**src/rtl/pll_seq_pkg.sv**
```systemverilog
// PLL bring-up sequencer: shared types and defaults.
// State encoding, default parameters, counter width helper.
package pll_seq_pkg;

   typedef enum logic [2:0] {
      S_IDLE      = 3'd0,
      S_ASSERT    = 3'd1,
      S_WAIT_LOCK = 3'd2,
      S_STABLE    = 3'd3,
      S_RUN       = 3'd4,
      S_FAULT     = 3'd5
   } pll_state_e;

   localparam int unsigned DEF_RST_CYCLES   = 16;
   localparam int unsigned DEF_LOCK_TIMEOUT = 4096;
   localparam int unsigned DEF_LOCK_STABLE  = 64;
   localparam int unsigned DEF_MAX_RETRY    = 3;

   // Bits needed to hold the largest of three cycle counts.
   function automatic int unsigned cnt_width(
      input int unsigned a,
      input int unsigned b,
      input int unsigned c
   );
      int unsigned m;
      m = a;
      if (b > m) m = b;
      if (c > m) m = c;
      return (m < 2) ? 1 : $clog2(m + 1);
   endfunction

endpackage

```
**src/rtl/pll_lock_sync.sv**
```systemverilog
// PLL bring-up sequencer: lock flag synchronizer.
// Two flops, both cleared by the synchronous reset.
module pll_lock_sync (
   input  logic clk,
   input  logic rst,
   input  logic async_in,
   output logic sync_out
);

   logic meta_q, meta_d;
   logic sync_q, sync_d;

   // Shift the asynchronous flag through two stages.
   always_comb begin
      meta_d = async_in;
      sync_d = meta_q;
   end

   // Synchronizer registers.
   always_ff @(posedge clk) begin
      if (rst) begin
         meta_q <= 1'b0;
         sync_q <= 1'b0;
      end else begin
         meta_q <= meta_d;
         sync_q <= sync_d;
      end
   end

   assign sync_out = sync_q;

endmodule

```
**src/rtl/pll_seq_ctrl.sv**
```systemverilog
// PLL bring-up sequencer: FSM, counters and registered outputs.
// Holds the PLL in reset, waits for stable lock, retries on timeout.
module pll_seq_ctrl
   import pll_seq_pkg::*;
#(
   parameter int unsigned RST_CYCLES   = DEF_RST_CYCLES,
   parameter int unsigned LOCK_TIMEOUT = DEF_LOCK_TIMEOUT,
   parameter int unsigned LOCK_STABLE  = DEF_LOCK_STABLE,
   parameter int unsigned MAX_RETRY    = DEF_MAX_RETRY
) (
   input  logic       clk,
   input  logic       rst,
   input  logic       enable,
   input  logic       pll_locked,
   output logic       pll_areset,
   output logic       sys_rst_n,
   output logic       ready,
   output logic       fault,
   output logic [1:0] retry_cnt,
   output logic       lock_lost,
   output logic [2:0] state
);

   localparam int unsigned CW =
      cnt_width(RST_CYCLES, LOCK_TIMEOUT, LOCK_STABLE);

   localparam logic [CW-1:0] RST_LAST  = CW'(RST_CYCLES - 1);
   localparam logic [CW-1:0] TO_LAST   = CW'(LOCK_TIMEOUT - 1);
   localparam logic [CW-1:0] STAB_LAST = CW'(LOCK_STABLE - 1);
   localparam logic [CW-1:0] CNT_MAX   = '1;
   localparam logic [1:0]    RETRY_MAX = 2'(MAX_RETRY);

   pll_state_e    state_q, state_d;
   logic [CW-1:0] cnt_q, cnt_d, cnt_inc;
   logic [1:0]    retry_q, retry_d;
   logic          lost_q, lost_d;
   logic          areset_q, areset_d;
   logic          srst_n_q, srst_n_d;
   logic          ready_q, ready_d;
   logic          fault_q, fault_d;
   logic          lock_s;

   pll_lock_sync u_sync (
      .clk      (clk),
      .rst      (rst),
      .async_in (pll_locked),
      .sync_out (lock_s)
   );

   // Next state, counter, retry and sticky-loss logic.
   always_comb begin
      state_d = state_q;
      retry_d = retry_q;
      lost_d  = lost_q;
      cnt_inc = (cnt_q == CNT_MAX) ? cnt_q : cnt_q + 1'b1;
      cnt_d   = cnt_inc;

      unique case (state_q)
         S_IDLE: begin
            cnt_d = '0;
            if (enable) begin
               state_d = S_ASSERT;
               retry_d = 2'd0;
            end
         end
         S_ASSERT: begin
            if (cnt_q >= RST_LAST) state_d = S_WAIT_LOCK;
         end
         S_WAIT_LOCK: begin
            if (lock_s) begin
               state_d = S_STABLE;
            end else if (cnt_q >= TO_LAST) begin
               if (retry_q < RETRY_MAX) begin
                  retry_d = retry_q + 2'd1;
                  state_d = S_ASSERT;
               end else begin
                  state_d = S_FAULT;
               end
            end
         end
         S_STABLE: begin
            if (!lock_s) begin
               state_d = S_WAIT_LOCK;
            end else if (cnt_q >= STAB_LAST) begin
               state_d = S_RUN;
            end
         end
         S_RUN: begin
            cnt_d = '0;
            if (!lock_s) begin
               state_d = S_ASSERT;
               lost_d  = 1'b1;
               retry_d = 2'd0;
            end
         end
         S_FAULT: begin
            cnt_d = '0;
         end
         default: begin
            state_d = S_IDLE;
         end
      endcase

      if (!enable) state_d = S_IDLE;
      if (state_d != state_q) cnt_d = '0;
      if (state_d == S_IDLE) begin
         lost_d  = 1'b0;
         retry_d = 2'd0;
      end
   end

   // Output decode from the state being entered, so the registered
   // outputs always line up with the state register.
   always_comb begin
      areset_d = 1'b1;
      srst_n_d = 1'b0;
      ready_d  = 1'b0;
      fault_d  = 1'b0;
      unique case (state_d)
         S_WAIT_LOCK,
         S_STABLE: areset_d = 1'b0;
         S_RUN: begin
            areset_d = 1'b0;
            srst_n_d = 1'b1;
            ready_d  = 1'b1;
         end
         S_FAULT: fault_d = 1'b1;
         default: areset_d = 1'b1;
      endcase
   end

   // State, counters and registered outputs.
   always_ff @(posedge clk) begin
      if (rst) begin
         state_q  <= S_IDLE;
         cnt_q    <= '0;
         retry_q  <= 2'd0;
         lost_q   <= 1'b0;
         areset_q <= 1'b1;
         srst_n_q <= 1'b0;
         ready_q  <= 1'b0;
         fault_q  <= 1'b0;
      end else begin
         state_q  <= state_d;
         cnt_q    <= cnt_d;
         retry_q  <= retry_d;
         lost_q   <= lost_d;
         areset_q <= areset_d;
         srst_n_q <= srst_n_d;
         ready_q  <= ready_d;
         fault_q  <= fault_d;
      end
   end

   assign pll_areset = areset_q;
   assign sys_rst_n  = srst_n_q;
   assign ready      = ready_q;
   assign fault      = fault_q;
   assign retry_cnt  = retry_q;
   assign lock_lost  = lost_q;
   assign state      = state_q;

endmodule

```
**config.mk**
```make
export PLATFORM = sky130hd
export DESIGN_NAME = pll_seq_ctrl
export DESIGN_NICKNAME = d
export VERILOG_FILES = /design/src/rtl/pll_seq_pkg.sv /design/src/rtl/pll_lock_sync.sv /design/src/rtl/pll_seq_ctrl.sv
export SDC_FILE = /design/constraint.sdc
export NUM_CORES = 1
export LEC_CHECK = 0
export CAP_MARGIN = 20
export CORE_ASPECT_RATIO = 0.6
export CORE_MARGIN = 3
export CORE_UTILIZATION = 56
export DETAILED_ROUTE_END_ITERATION = 16
export PLACE_DENSITY = 0.85
export SLEW_MARGIN = 20
export SYNTH_ARGS = -nofsm -noshare
export SYNTH_HDL_FRONTEND = slang
export SYNTH_SLANG_ARGS = --single-unit
```
**constraint.sdc**
```tcl
create_clock -name clk -period 2.4 [get_ports clk]
set_input_delay 0.48 -clock clk [delete_from_list [all_inputs] [get_ports clk]]
set_output_delay 0.48 -clock clk [all_outputs]
set_load 0.01 [all_outputs]
```
==> flow_metrics.env <==
export IMPL_slowest_delay_ns=0.63
export IMPL_routed_wl_um=3850
export IMPL_final_cells=226
export IMPL_final_period_utilization=0.906
export IMPL_std_cell_rows=13
export IMPL_via_count=1456
export IMPL_reg2reg_depth=7
export IMPL_rsz0062_at_grt="no"
export IMPL_rrSetupSlack_ns=0.22
export IMPL_cts_buffers=3
export IMPL_layout_setup_ws_ns=0.225
export IMPL_synth_compound_area_frac=0.150
export IMPL_ys_types=48
export IMPL_finalNetCount=203
export IMPL_grt_ovfl_total=0
export IMPL_yosys_area_share_simple=0.374
export IMPL_synthCells=166
export IMPL_syn_area_um2=1410
export IMPL_arrival_ns=2.31
export IMPL_gp_congestion=0.963
export IMPL_cts_htree_levels=1
export IMPL_crit_path_max_fanout=10
export IMPL_postRouteAntennaNets=0
export IMPL_synth_fa_ha_area_frac=0.0178
export IMPL_grtUsageMet2=0.407
export IMPL_drt_iter0_markers=251
export IMPL_hpwlAfterDp_um=2880
export IMPL_grt_busiest_layer="met2"
export IMPL_finalSetupViolations=0
export IMPL_worst_pin_slew_ns=0.717
export IMPL_drc=0
export IMPL_port_buffers=13
export IMPL_ys_ff_latch=24
export IMPL_yosys_warnings=0
export IMPL_die_width_um=70.7
export IMPL_maxSlewHeadroom=0.518
export IMPL_ir_drop_mv=0.345
export IMPL_io_pins=14
export IMPL_grt_pass1_vias=1300
export IMPL_seq_area_frac_synth=0.342
export IMPL_max_cap_violations=0
export IMPL_die_h_um=44.8
export IMPL_vias_per_cell=6.44
export IMPL_critPathLaunchType="flop"
export IMPL_fmax_mhz=460
export IMPL_synth_edf_count=0
export IMPL_use_met3=0.0778
export IMPL_crit_chain="ha_1, a21oi_2, nor3b_2, o31ai_1, a211oi_2, buf_4, nor3_1"
export IMPL_synth_area_mux_share=0.00712
export IMPL_skew_ns=0.00766
export IMPL_critPathRequiredTime_ns=2.54
export IMPL_avgRoutedWirePerCell_um=17.0
export IMPL_synthArstFlopShare=0
export IMPL_use_met1=0.355
export IMPL_cts_buffer_depth=2
export IMPL_endpoint_kind="flop"
export IMPL_grt_pass1_wl_um=6320
export IMPL_r2r_end="cnt_q[4]$_SDFFE_PP0P_"
export IMPL_antenna_found_initial=0
export IMPL_grt_total_usage=0.259
export IMPL_area_growth_pct=24.8
export IMPL_cts_sinks=24
export IMPL_synth_fp_nets=172
export IMPL_multi_input_area_um2=881
export IMPL_n_antenna_cell=0
export IMPL_fin_util=0.770
export IMPL_fin_crit_ns=2.18
export IMPL_fin_tns_setup_ns=0
export IMPL_rr_startpoint="cnt_q[0]$_SDFFE_PP0P_"
export IMPL_fillers=165
export IMPL_dpl_cell_count=222
export IMPL_postCtsSetupBuffers=0
export IMPL_synth_top_family_by_area="simple AND/OR/NAND/NOR gates"
export IMPL_synth_area_per_cell_um2=8.46
export IMPL_startpoint="cnt_q[0]$_SDFFE_PP0P_"
export IMPL_synthFlopType="dfxtp_1"
export IMPL_p_leak_nw=0.652
export IMPL_clk_latency_ns=0.27
export IMPL_die_area_um2=3170
export IMPL_critPathKind="reg -> reg"
export IMPL_drtPass1Iterations=5
export IMPL_core_area_um2=2280
export IMPL_ff_latch_area_um2=480
export IMPL_hold_slack_ns=0.441
export IMPL_clk_pin_slew_ns=0.08
export IMPL_drv_slew=0
export IMPL_endpoint="cnt_q[4]$_SDFFE_PP0P_"
export IMPL_powerDensity_nw_per_um2=433
export IMPL_dp_slack_ns=-0.342
export IMPL_hold_viol_final=0
export IMPL_hp_class="reg -> reg"
export IMPL_cts_tree="yes"
export IMPL_status="finished clean"
export IMPL_grt_max_degree=14
export IMPL_critPathSlowestCell="a211oi_2"
export IMPL_cts_root_buf="clkbuf_8"
export IMPL_layout_drive_gt1_share=0.194
export IMPL_start_util=0.617
export IMPL_synth_xor_area_frac=0.0623
[power breakdown]
group / total [mW] / leakage (nW) / switching (mW) / internal [mW]
Clock: 0.276 / 0.0288 / 0.129 / 0.147
Combinational: 0.0713 / 0.429 / 0.0390 / 0.0323
Sequential: 0.412 / 0.194 / 0.00987 / 0.402
[layout by cell type, fill, tap and decap left out, types with 3 or more instances in the layout]
cell type / count
a21oi_1: 7
and3_1: 3
buf_4: 21
clkbuf_8: 4
clkdlybuf4s50_1: 13
dfxtp_1: 24
inv_1: 3
nand2_1: 15
nand2b_1: 5
nand3_1: 5
nor2_1: 18
nor2b_1: 3
nor3_1: 13
nor3b_1: 5
nor4_1: 5
nor4_4: 3
o21ai_0: 3
o31ai_1: 3
xnor2_1: 7
xor2_1: 3
[repair_timing]
| item | CTS | global route |
|---|---|---|
| gates resized for setup | 2 | 1 |
| endpoints found under the hold margin | 0 | 0 |
| setup endpoints to repair | 12 | 3 |
| hold buffers | 0 | 0 |
[per-layer routing]
layer,share of wire,vias up
met3,0.11,24
met5,0,-
met4,0.026,0
met1,0.44,678
li1,-,662
met2,0.43,92
[worst max-delay path: cells and delay by family, from the launching register on]
kind	cells	cell delay [ns]
simple gates	2	0.31
fa+ha+maj	1	0.22
flops	1	0.41
compound gates	3	0.86
buf+inv	1	0.23
[metrics by stage]
stage	power (mW)	instance area, um^2
after floorplan	0.460	1410
after global placement	0.484	1680
after detailed placement	0.488	1680
after CTS	0.761	1750
after global routing	0.785	1750
final	0.759	1750
[sequential cells by signal, summed over array words and instances (netlist names)]
| signal | cells |
|---|---|
| u_sync.sync_out | 1 |
| u_sync.meta_q | 1 |
| ready | 1 |
| fault | 1 |
| pll_areset | 1 |
| lock_lost | 1 |
| retry_cnt | 2 |
| cnt_q | 13 |
| state | 3 |
[cell type report]
cell class / count / area share
inverters: 3 / 0.00642
multi-input cells: 131 / 0.502
flip-flops and latches: 24 / 0.274
clock buffers: 4 / 0.0314
well taps: 30 / 0.0214
repair buffers: 34 / 0.164
[synth_stat cells (2+ instances only)]
library cell | number | area, um^2
nor3_1 | 13 | 65.1
nor3b_1 | 5 | 37.5
nor4_1 | 5 | 31.3
ha_1 | 2 | 25.0
a21oi_1 | 8 | 40.0
clkbuf_1 | 4 | 15.0
a211o_1 | 2 | 17.5
dfxtp_1 | 24 | 480
o2111ai_1 | 2 | 17.5
xnor2_1 | 7 | 61.3
inv_1 | 3 | 11.3
a211oi_1 | 3 | 22.5
nand3_1 | 5 | 25.0
nor4_4 | 2 | 42.5
nand2b_1 | 5 | 31.3
o31ai_1 | 3 | 22.5
nor2b_1 | 3 | 18.8
and3_1 | 3 | 18.8
nor4_2 | 2 | 25.0
buf_6 | 2 | 22.5
o21ai_0 | 3 | 15.0
nand2_1 | 15 | 56.3
nor2_1 | 18 | 67.6
xor2_1 | 3 | 26.3
[logic make-up (layout without fill, tap and decap cells)]
| family | Yosys count | count (layout) |
|---|---|---|
| and+or+nand+nor | 87 | 87 |
| AOI/OAI and AO/OA | 30 | 30 |
| DFF | 24 | 24 |
| buffers and inverters | 11 | 41 |
| xor gates and xnor gates | 10 | 10 |
| adders and majority gates | 2 | 2 |
| other | 1 | 1 |
| muxes | 1 | 1 |
[worst min path at each step]
| stage | cells past startpoint | from | to | slack [ns] |
|---|---|---|---|---|
| 2_1_floorplan | 1 | u_sync.meta_q$_SDFF_PP0_ | u_sync.sync_out$_SDFF_PP0_ | 0.41 |
| 5_1_grt | 1 | u_sync.meta_q$_SDFF_PP0_ | u_sync.sync_out$_SDFF_PP0_ | 0.47 |
| 3_5_place_dp | 1 | u_sync.meta_q$_SDFF_PP0_ | u_sync.sync_out$_SDFF_PP0_ | 0.43 |
| 4_1_cts | 1 | u_sync.meta_q$_SDFF_PP0_ | u_sync.sync_out$_SDFF_PP0_ | 0.45 |
| 3_3_place_gp | 1 | u_sync.meta_q$_SDFF_PP0_ | u_sync.sync_out$_SDFF_PP0_ | 0.42 |
| 6_report | 1 | u_sync.meta_q$_SDFF_PP0_ | u_sync.sync_out$_SDFF_PP0_ | 0.44 |
(Power assumes the default switching activity.)
